**config.mk**
```make
export PLATFORM = sky130hd
export DESIGN_NAME = ram_copy_engine
export DESIGN_NICKNAME = d
export VERILOG_FILES = /design/src/rtl/ram_copy_pkg.sv /design/src/rtl/ram_copy_addr_gen.sv /design/src/rtl/ram_copy_engine.sv
export SDC_FILE = /design/constraint.sdc
export NUM_CORES = 1
export LEC_CHECK = 0
export CAP_MARGIN = 20
export CORE_ASPECT_RATIO = 0.75
export CORE_MARGIN = 3
export CORE_UTILIZATION = 40
export DETAILED_ROUTE_END_ITERATION = 12
export GPL_TIMING_DRIVEN = 0
export MAX_ROUTING_LAYER = met4
export SLEW_MARGIN = 30
export SYNTH_ARGS = -nofsm -noshare
export SYNTH_HDL_FRONTEND = slang
export SYNTH_SLANG_ARGS = --single-unit
```
**constraint.sdc**
```tcl
create_clock -name clk -period 4.78 [get_ports clk]
set_clock_uncertainty 0.1 [all_clocks]
set_input_delay 0.717 -clock clk [delete_from_list [all_inputs] [get_ports clk]]
set_output_delay 0.717 -clock clk [all_outputs]
set_load 0.005 [all_outputs]
```
**src/rtl/ram_copy_pkg.sv**
```systemverilog
// Shared types and helpers for the RAM block-copy engine.
package ram_copy_pkg;

  localparam int DEF_ADDR_W = 9;
  localparam int DEF_DATA_W = 16;
  localparam int DEF_LEN_W  = 10;

  typedef enum logic [2:0] {
    ST_IDLE  = 3'd0,
    ST_SETUP = 3'd1,
    ST_RD    = 3'd2,
    ST_WR    = 3'd3,
    ST_FIN   = 3'd4
  } state_e;

  // One pointer step in the copy direction; wraps naturally at the RAM depth.
  function automatic logic [DEF_ADDR_W-1:0] wrap_step(input logic [DEF_ADDR_W-1:0] ptr,
                                                      input logic                  down);
    return down ? (ptr - 1'b1) : (ptr + 1'b1);
  endfunction

endpackage

```
**src/rtl/ram_copy_addr_gen.sv**
```systemverilog
// Address generator for the copy engine: read/write pointers, remaining
// word count and copy direction. Loaded once per copy, stepped after each write.
module ram_copy_addr_gen
  import ram_copy_pkg::*;
#(
  parameter int ADDR_W = DEF_ADDR_W,
  parameter int LEN_W  = DEF_LEN_W
) (
  input  logic              clk,
  input  logic              rst_n,
  input  logic              load_i,
  input  logic              step_i,
  input  logic [ADDR_W-1:0] src_i,
  input  logic [ADDR_W-1:0] dst_i,
  input  logic [LEN_W-1:0]  len_i,
  output logic [ADDR_W-1:0] rd_ptr_nxt_o,
  output logic [ADDR_W-1:0] wr_ptr_o,
  output logic              last_o
);

  logic [ADDR_W-1:0] rd_ptr_q, rd_ptr_d;
  logic [ADDR_W-1:0] wr_ptr_q, wr_ptr_d;
  logic [LEN_W-1:0]  remaining_q, remaining_d;
  logic              down_q, down_d;
  logic [ADDR_W-1:0] span;
  logic [ADDR_W-1:0] len_m1;
  logic              overlap_down;

  // Destination lands inside the source block ahead of it: copy from the top end
  // so no source word is overwritten before it is read.
  assign span         = dst_i - src_i;
  assign len_m1       = ADDR_W'(len_i) - ADDR_W'(1);
  assign overlap_down = (LEN_W'(span) < len_i) && (dst_i != src_i);

  // Next pointer/count values: load at copy setup, step after every write.
  always_comb begin
    rd_ptr_d    = rd_ptr_q;
    wr_ptr_d    = wr_ptr_q;
    remaining_d = remaining_q;
    down_d      = down_q;
    if (load_i) begin
      down_d      = overlap_down;
      rd_ptr_d    = overlap_down ? (src_i + len_m1) : src_i;
      wr_ptr_d    = overlap_down ? (dst_i + len_m1) : dst_i;
      remaining_d = len_i;
    end else if (step_i) begin
      rd_ptr_d    = wrap_step(rd_ptr_q, down_q);
      wr_ptr_d    = wrap_step(wr_ptr_q, down_q);
      remaining_d = remaining_q - LEN_W'(1);
    end
  end

  // Pointer and counter registers.
  always_ff @(posedge clk or negedge rst_n) begin
    if (!rst_n) begin
      rd_ptr_q    <= '0;
      wr_ptr_q    <= '0;
      remaining_q <= '0;
      down_q      <= 1'b0;
    end else begin
      rd_ptr_q    <= rd_ptr_d;
      wr_ptr_q    <= wr_ptr_d;
      remaining_q <= remaining_d;
      down_q      <= down_d;
    end
  end

  // The top registers the RAM address, so it needs the pointer value the next state will use.
  assign rd_ptr_nxt_o = rd_ptr_d;
  assign wr_ptr_o     = wr_ptr_q;
  assign last_o       = (remaining_q == LEN_W'(1));

endmodule

```
**src/rtl/ram_copy_engine.sv**
```systemverilog
// RAM block-copy engine (memmove semantics, addresses wrap at the RAM depth).
// Owns the RAM port while busy: one read cycle and one write cycle per word.
// Optional feature macro: RAM_COPY_CHECKSUM_EN adds a running sum of the words written.
//
//   state | meaning
//   IDLE  | waiting for start; len==0 / oversize requests answered from here
//   SETUP | load pointers and pick copy direction
//   RD    | RAM address = read pointer, word captured on exit
//   WR    | RAM address = write pointer, write strobe high
//   FIN   | done pulse, then back to IDLE
module ram_copy_engine
  import ram_copy_pkg::*;
#(
  parameter int ADDR_W = DEF_ADDR_W,
  parameter int DATA_W = DEF_DATA_W,
  parameter int LEN_W  = DEF_LEN_W
) (
  input  logic              clk,
  input  logic              rst_n,
  input  logic              start,
  input  logic [ADDR_W-1:0] src_addr,
  input  logic [ADDR_W-1:0] dst_addr,
  input  logic [LEN_W-1:0]  len,
  output logic              busy,
  output logic              done,
  output logic              error,
  output logic              mem_load,
  output logic [ADDR_W-1:0] mem_address,
  output logic [DATA_W-1:0] mem_in,
  input  logic [DATA_W-1:0] mem_out
`ifdef RAM_COPY_CHECKSUM_EN
  ,
  output logic [DATA_W-1:0] checksum
`endif
);

  localparam logic [LEN_W-1:0] MAX_LEN = LEN_W'(2 ** ADDR_W);

  state_e            state_q, state_d;
  logic [ADDR_W-1:0] src_q, src_d;
  logic [ADDR_W-1:0] dst_q, dst_d;
  logic [LEN_W-1:0]  len_q, len_d;
  logic [DATA_W-1:0] data_q, data_d;
  logic              done_q, done_d;
  logic              error_q, error_d;
  logic              mem_load_q, mem_load_d;
  logic [ADDR_W-1:0] mem_address_q, mem_address_d;

  logic              accept;
  logic              len_zero;
  logic              len_bad;
  logic [ADDR_W-1:0] rd_ptr_nxt;
  logic [ADDR_W-1:0] wr_ptr;
  logic              last;

  assign accept   = (state_q == ST_IDLE) && start;
  assign len_zero = (len == '0);
  assign len_bad  = (len > MAX_LEN);

  ram_copy_addr_gen #(
    .ADDR_W (ADDR_W),
    .LEN_W  (LEN_W)
  ) u_addr_gen (
    .clk          (clk),
    .rst_n        (rst_n),
    .load_i       (state_q == ST_SETUP),
    .step_i       (state_q == ST_WR),
    .src_i        (src_q),
    .dst_i        (dst_q),
    .len_i        (len_q),
    .rd_ptr_nxt_o (rd_ptr_nxt),
    .wr_ptr_o     (wr_ptr),
    .last_o       (last)
  );

  // FSM next-state logic; zero-length and oversize requests never leave IDLE.
  always_comb begin
    state_d = state_q;
    case (state_q)
      ST_IDLE:  if (accept && !len_zero && !len_bad) state_d = ST_SETUP;
      ST_SETUP: state_d = ST_RD;
      ST_RD:    state_d = ST_WR;
      ST_WR:    state_d = last ? ST_FIN : ST_RD;
      ST_FIN:   state_d = ST_IDLE;
      default:  state_d = ST_IDLE;
    endcase
  end

  // FSM state register.
  always_ff @(posedge clk or negedge rst_n) begin
    if (!rst_n) state_q <= ST_IDLE;
    else        state_q <= state_d;
  end

  // Next values for the request latch, captured word and registered RAM/status outputs.
  always_comb begin
    src_d         = src_q;
    dst_d         = dst_q;
    len_d         = len_q;
    data_d        = data_q;
    error_d       = error_q;
    mem_address_d = mem_address_q;
    done_d        = (accept && (len_zero || len_bad)) || ((state_q == ST_WR) && last);
    mem_load_d    = (state_d == ST_WR);
    if (accept) begin
      src_d   = src_addr;
      dst_d   = dst_addr;
      len_d   = len;
      error_d = len_bad;
    end
    if (state_q == ST_RD) data_d = mem_out;
    if (state_d == ST_RD)      mem_address_d = rd_ptr_nxt;
    else if (state_d == ST_WR) mem_address_d = wr_ptr;
  end

  // Datapath and output registers.
  always_ff @(posedge clk or negedge rst_n) begin
    if (!rst_n) begin
      src_q         <= '0;
      dst_q         <= '0;
      len_q         <= '0;
      data_q        <= '0;
      done_q        <= 1'b0;
      error_q       <= 1'b0;
      mem_load_q    <= 1'b0;
      mem_address_q <= '0;
    end else begin
      src_q         <= src_d;
      dst_q         <= dst_d;
      len_q         <= len_d;
      data_q        <= data_d;
      done_q        <= done_d;
      error_q       <= error_d;
      mem_load_q    <= mem_load_d;
      mem_address_q <= mem_address_d;
    end
  end

`ifdef RAM_COPY_CHECKSUM_EN
  logic [DATA_W-1:0] checksum_q, checksum_d;

  // Running sum of written words, restarted by every accepted request.
  always_comb begin
    checksum_d = checksum_q;
    if (accept)                 checksum_d = '0;
    else if (state_q == ST_WR)  checksum_d = checksum_q + data_q;
  end

  // Checksum register.
  always_ff @(posedge clk or negedge rst_n) begin
    if (!rst_n) checksum_q <= '0;
    else        checksum_q <= checksum_d;
  end

  assign checksum = checksum_q;
`endif

  assign busy        = (state_q != ST_IDLE);
  assign done        = done_q;
  assign error       = error_q;
  assign mem_load    = mem_load_q;
  assign mem_address = mem_address_q;
  assign mem_in      = data_q;

endmodule
```
==> results.yml <==
grt:
  grtUsageTotal_pct: 22.1
  overflow: 0
  grt_pass1_wl_um: 27700
  grt_max_degree: 47
  grt_pass1_vias: 5032
  grt_antenna_before_repair: 0
synthesis:
  ys_ff_latch: 88
  avgSynthCellArea_um2: 9.35
  netlist_area_um2: 5930
  yosys_warnings: 0
  yosysSeqAreaShare_pct: 37.2
  synth_fp_nets: 736
  synthFlopType: "dfrtp_1"
  yosysUniqueCellTypes: 68
  synthCells: 634
  synth_edf_count: 0
  synth-async-reset-ratio_pct: 100
worst_setup_path:
  crit_type: "flip-flop to flip-flop"
  crit_family: "compound AO/OA/AOI/OAI gates"
  path_max_fanout: 7
  crit_start: "src_q[1]"
  slowest_delay_ps: 480
  crit_path_cell_trace: "inv_1 -> ha_1 -> nor2b_1 -> o21ai_0 -> nand2b_1 -> a21o_1 -> a21oi_1 -> o21ai_1 -> xor2_1 -> ha_1 -> a2111oi_2 -> a311oi_4 -> nor2_8 -> mux2i_1 -> o21ai_0 -> a21o_1"
  crit_arrival_ps: 4440
  timing.rr.start: "src_q[1]"
  required_ps: 4920
  endpoint_kind: "flip-flop"
  crit_path_start_kind: "flip-flop"
  r2r_cells: 16
  cp.depth: 16
  path_buf_inv: 1
  critPathSlowestCell: "mux2i_1"
clock_network:
  cts-htree-levels: 3
  post_cts_buffers: 0
  cts_buffers: 9
  insertion_delay_ps: 350
  clkTransAtPathRegs_ps: 70
  cts_num_sinks: 88
  hold_buffers: 0
  root_buffer: "clkbuf_16"
  ctsResizeCount: 0
  clockBufferDepth: 2
  cts_tree: "done"
placement:
  place_congestion: 0.879
  pre_cts_ws_ps: 534
  dp_hpwl_um: 13500
  port_buffers: 75
sta:
  tightest_slew_ps: 767
  rsz0062_at_grt: "no"
  worst_slack_ps: 477
  slew_headroom_pct: 48.9
  fmaxAchievable_mhz: 232
  setup_violations: 0
  drv_slew: 0
  period_share_pct: 90.0
  timing.final.hold_violations: 0
  layout_min_cycle_time_ps: 4300
floorplan:
  ios: 76
  die_y_um: 111
  start_util_pct: 42.0
  die_area_um2: 16300
  die_w_um: 147
  core-area_um2: 14100
  row_count: 37
layout:
  drive_gt1_share_pct: 7.86
  syn2layout_area_growth_pct: 23.1
  fin_nets: 823
  n_fill_cell: 1324
  layout_common_cells: "dfrtp_1, nand2_1, clkdlybuf4s50_1"
  diodes: 0
  layout_commonest_cell: "dfrtp_1"
drt:
  top_layer_used: "met4"
  via_per_inst: 5.53
  dr_wl_met2_um: 7370
  post-route-drc-count: 0
  dr.pass1.iters: 5
  routed_wl_um: 17400
  postRouteAntennaNets: 0
  drt-met1-wl_um: 8900
  num_vias: 5091
  drtIter0Drc: 385
  wl_met3_um: 863
  wl_per_cell_um: 18.9
worst_hold_path:
  holdCritPathClass: "input port to async pin"
status:
  status: "finished, final reports clean"
run:
  cap_violations: 0
==> layout make-up <==
| cell class | instances | area [µm²] | share of cell area [%] |
|---|---|---|---|
| Tap cell | 195 | 244 | 3.34 |
| Multi-Input combinational cell | 489 | 3500 | 47.9 |
| Timing Repair Buffer | 76 | 779 | 10.7 |
| Clock buffer | 9 | 225 | 3.09 |
| Clock inverter | 6 | 115 | 1.58 |
| Sequential cell | 88 | 2200 | 30.2 |
| Inverter | 34 | 128 | 1.75 |
| Buffer | 23 | 106 | 1.46 |
==> cells in the mapped netlist, types with 8 or more instances <==
master    instances  area share [%]
inv_1            34             2.2
a211oi_1          8             1.0
nand2b_1          9            0.95
nor2_1           30             1.9
ha_1             50              11
a21oi_1          31             2.6
nor3_1           14             1.2
dfrtp_1          88              37
mux2i_1          13             2.2
nand2_1          74             4.7
a21o_1           15             1.9
nor2b_1          10             1.1
a22oi_1          10             1.3
o21ai_1          18             1.5
o22ai_1           9            0.95
mux2_2           16             3.0
xnor2_1          26             3.8
nand3_1          12             1.0
o21ai_0          48             4.1
clkbuf_1         16             1.0
xor2_1           11             1.6
==> cell families after synthesis <==
logic type               count (synthesis)  synth area share (%)
AO/OA/AOI/OAI                          188                  21.0
AND/OR/NAND/NOR                        178                  14.5
flip-flops                              88                  37.2
buffers and inverters                   57                  3.95
adder cells (fa/ha/maj)                 55                  12.2
XOR/XNOR                                38                  5.74
multiplexers                            30                  5.43
==> final timing paths <==
kind / endpoint / slack (ps)
max in group asynchronous: dst_q[4] / 3810
hold reg to reg: error / 370
min in group clk: error / 370
hold / removal: mem_address[5] / 180
setup reg to reg: u_addr_gen.rd_ptr_q[0] / 480
setup / recovery: u_addr_gen.rd_ptr_q[0] / 480
==> metal layers <==
| metal | vias to the layer above | global-route usage (%) |
|---|---|---|
| met5 | - | - |
| li1 | 2471 | - |
| met3 | 17 | 5.04 |
| met1 | 2464 | 32.1 |
| met4 | 0 | 4.76 |
| met2 | 139 | 31.4 |
==> state kept, by name (all words and copies together), names as in the netlist <==
register	cells
state_q	3
mem_in	16
dst_q	9
mem_load	1
u_addr_gen.remaining_q	10
done	1
mem_address	9
len_q	10
error	1
src_q	9
u_addr_gen.down_q	1
u_addr_gen.rd_ptr_q	9
u_addr_gen.wr_ptr_o	9
==> stage by stage <==
stage / std cells / instance area [µm²] / utilization [%] / hold slack, ps / TNS, ps
after floorplan: 634 / 5930 / - / 321 / 0
after global placement: 904 / 6920 / 49.0 / 351 / -37180
after detailed placement: 905 / 6960 / 49.3 / 368 / 0
after CTS: 920 / 7300 / 51.7 / 202 / 0
after global routing: 920 / 7300 / 51.7 / 196 / 0
final: 920 / 7300 / 51.7 / 183 / 0
Power is not shown: default switching activity piles up to over one toggle a cycle in this logic, so the estimate is an artifact.
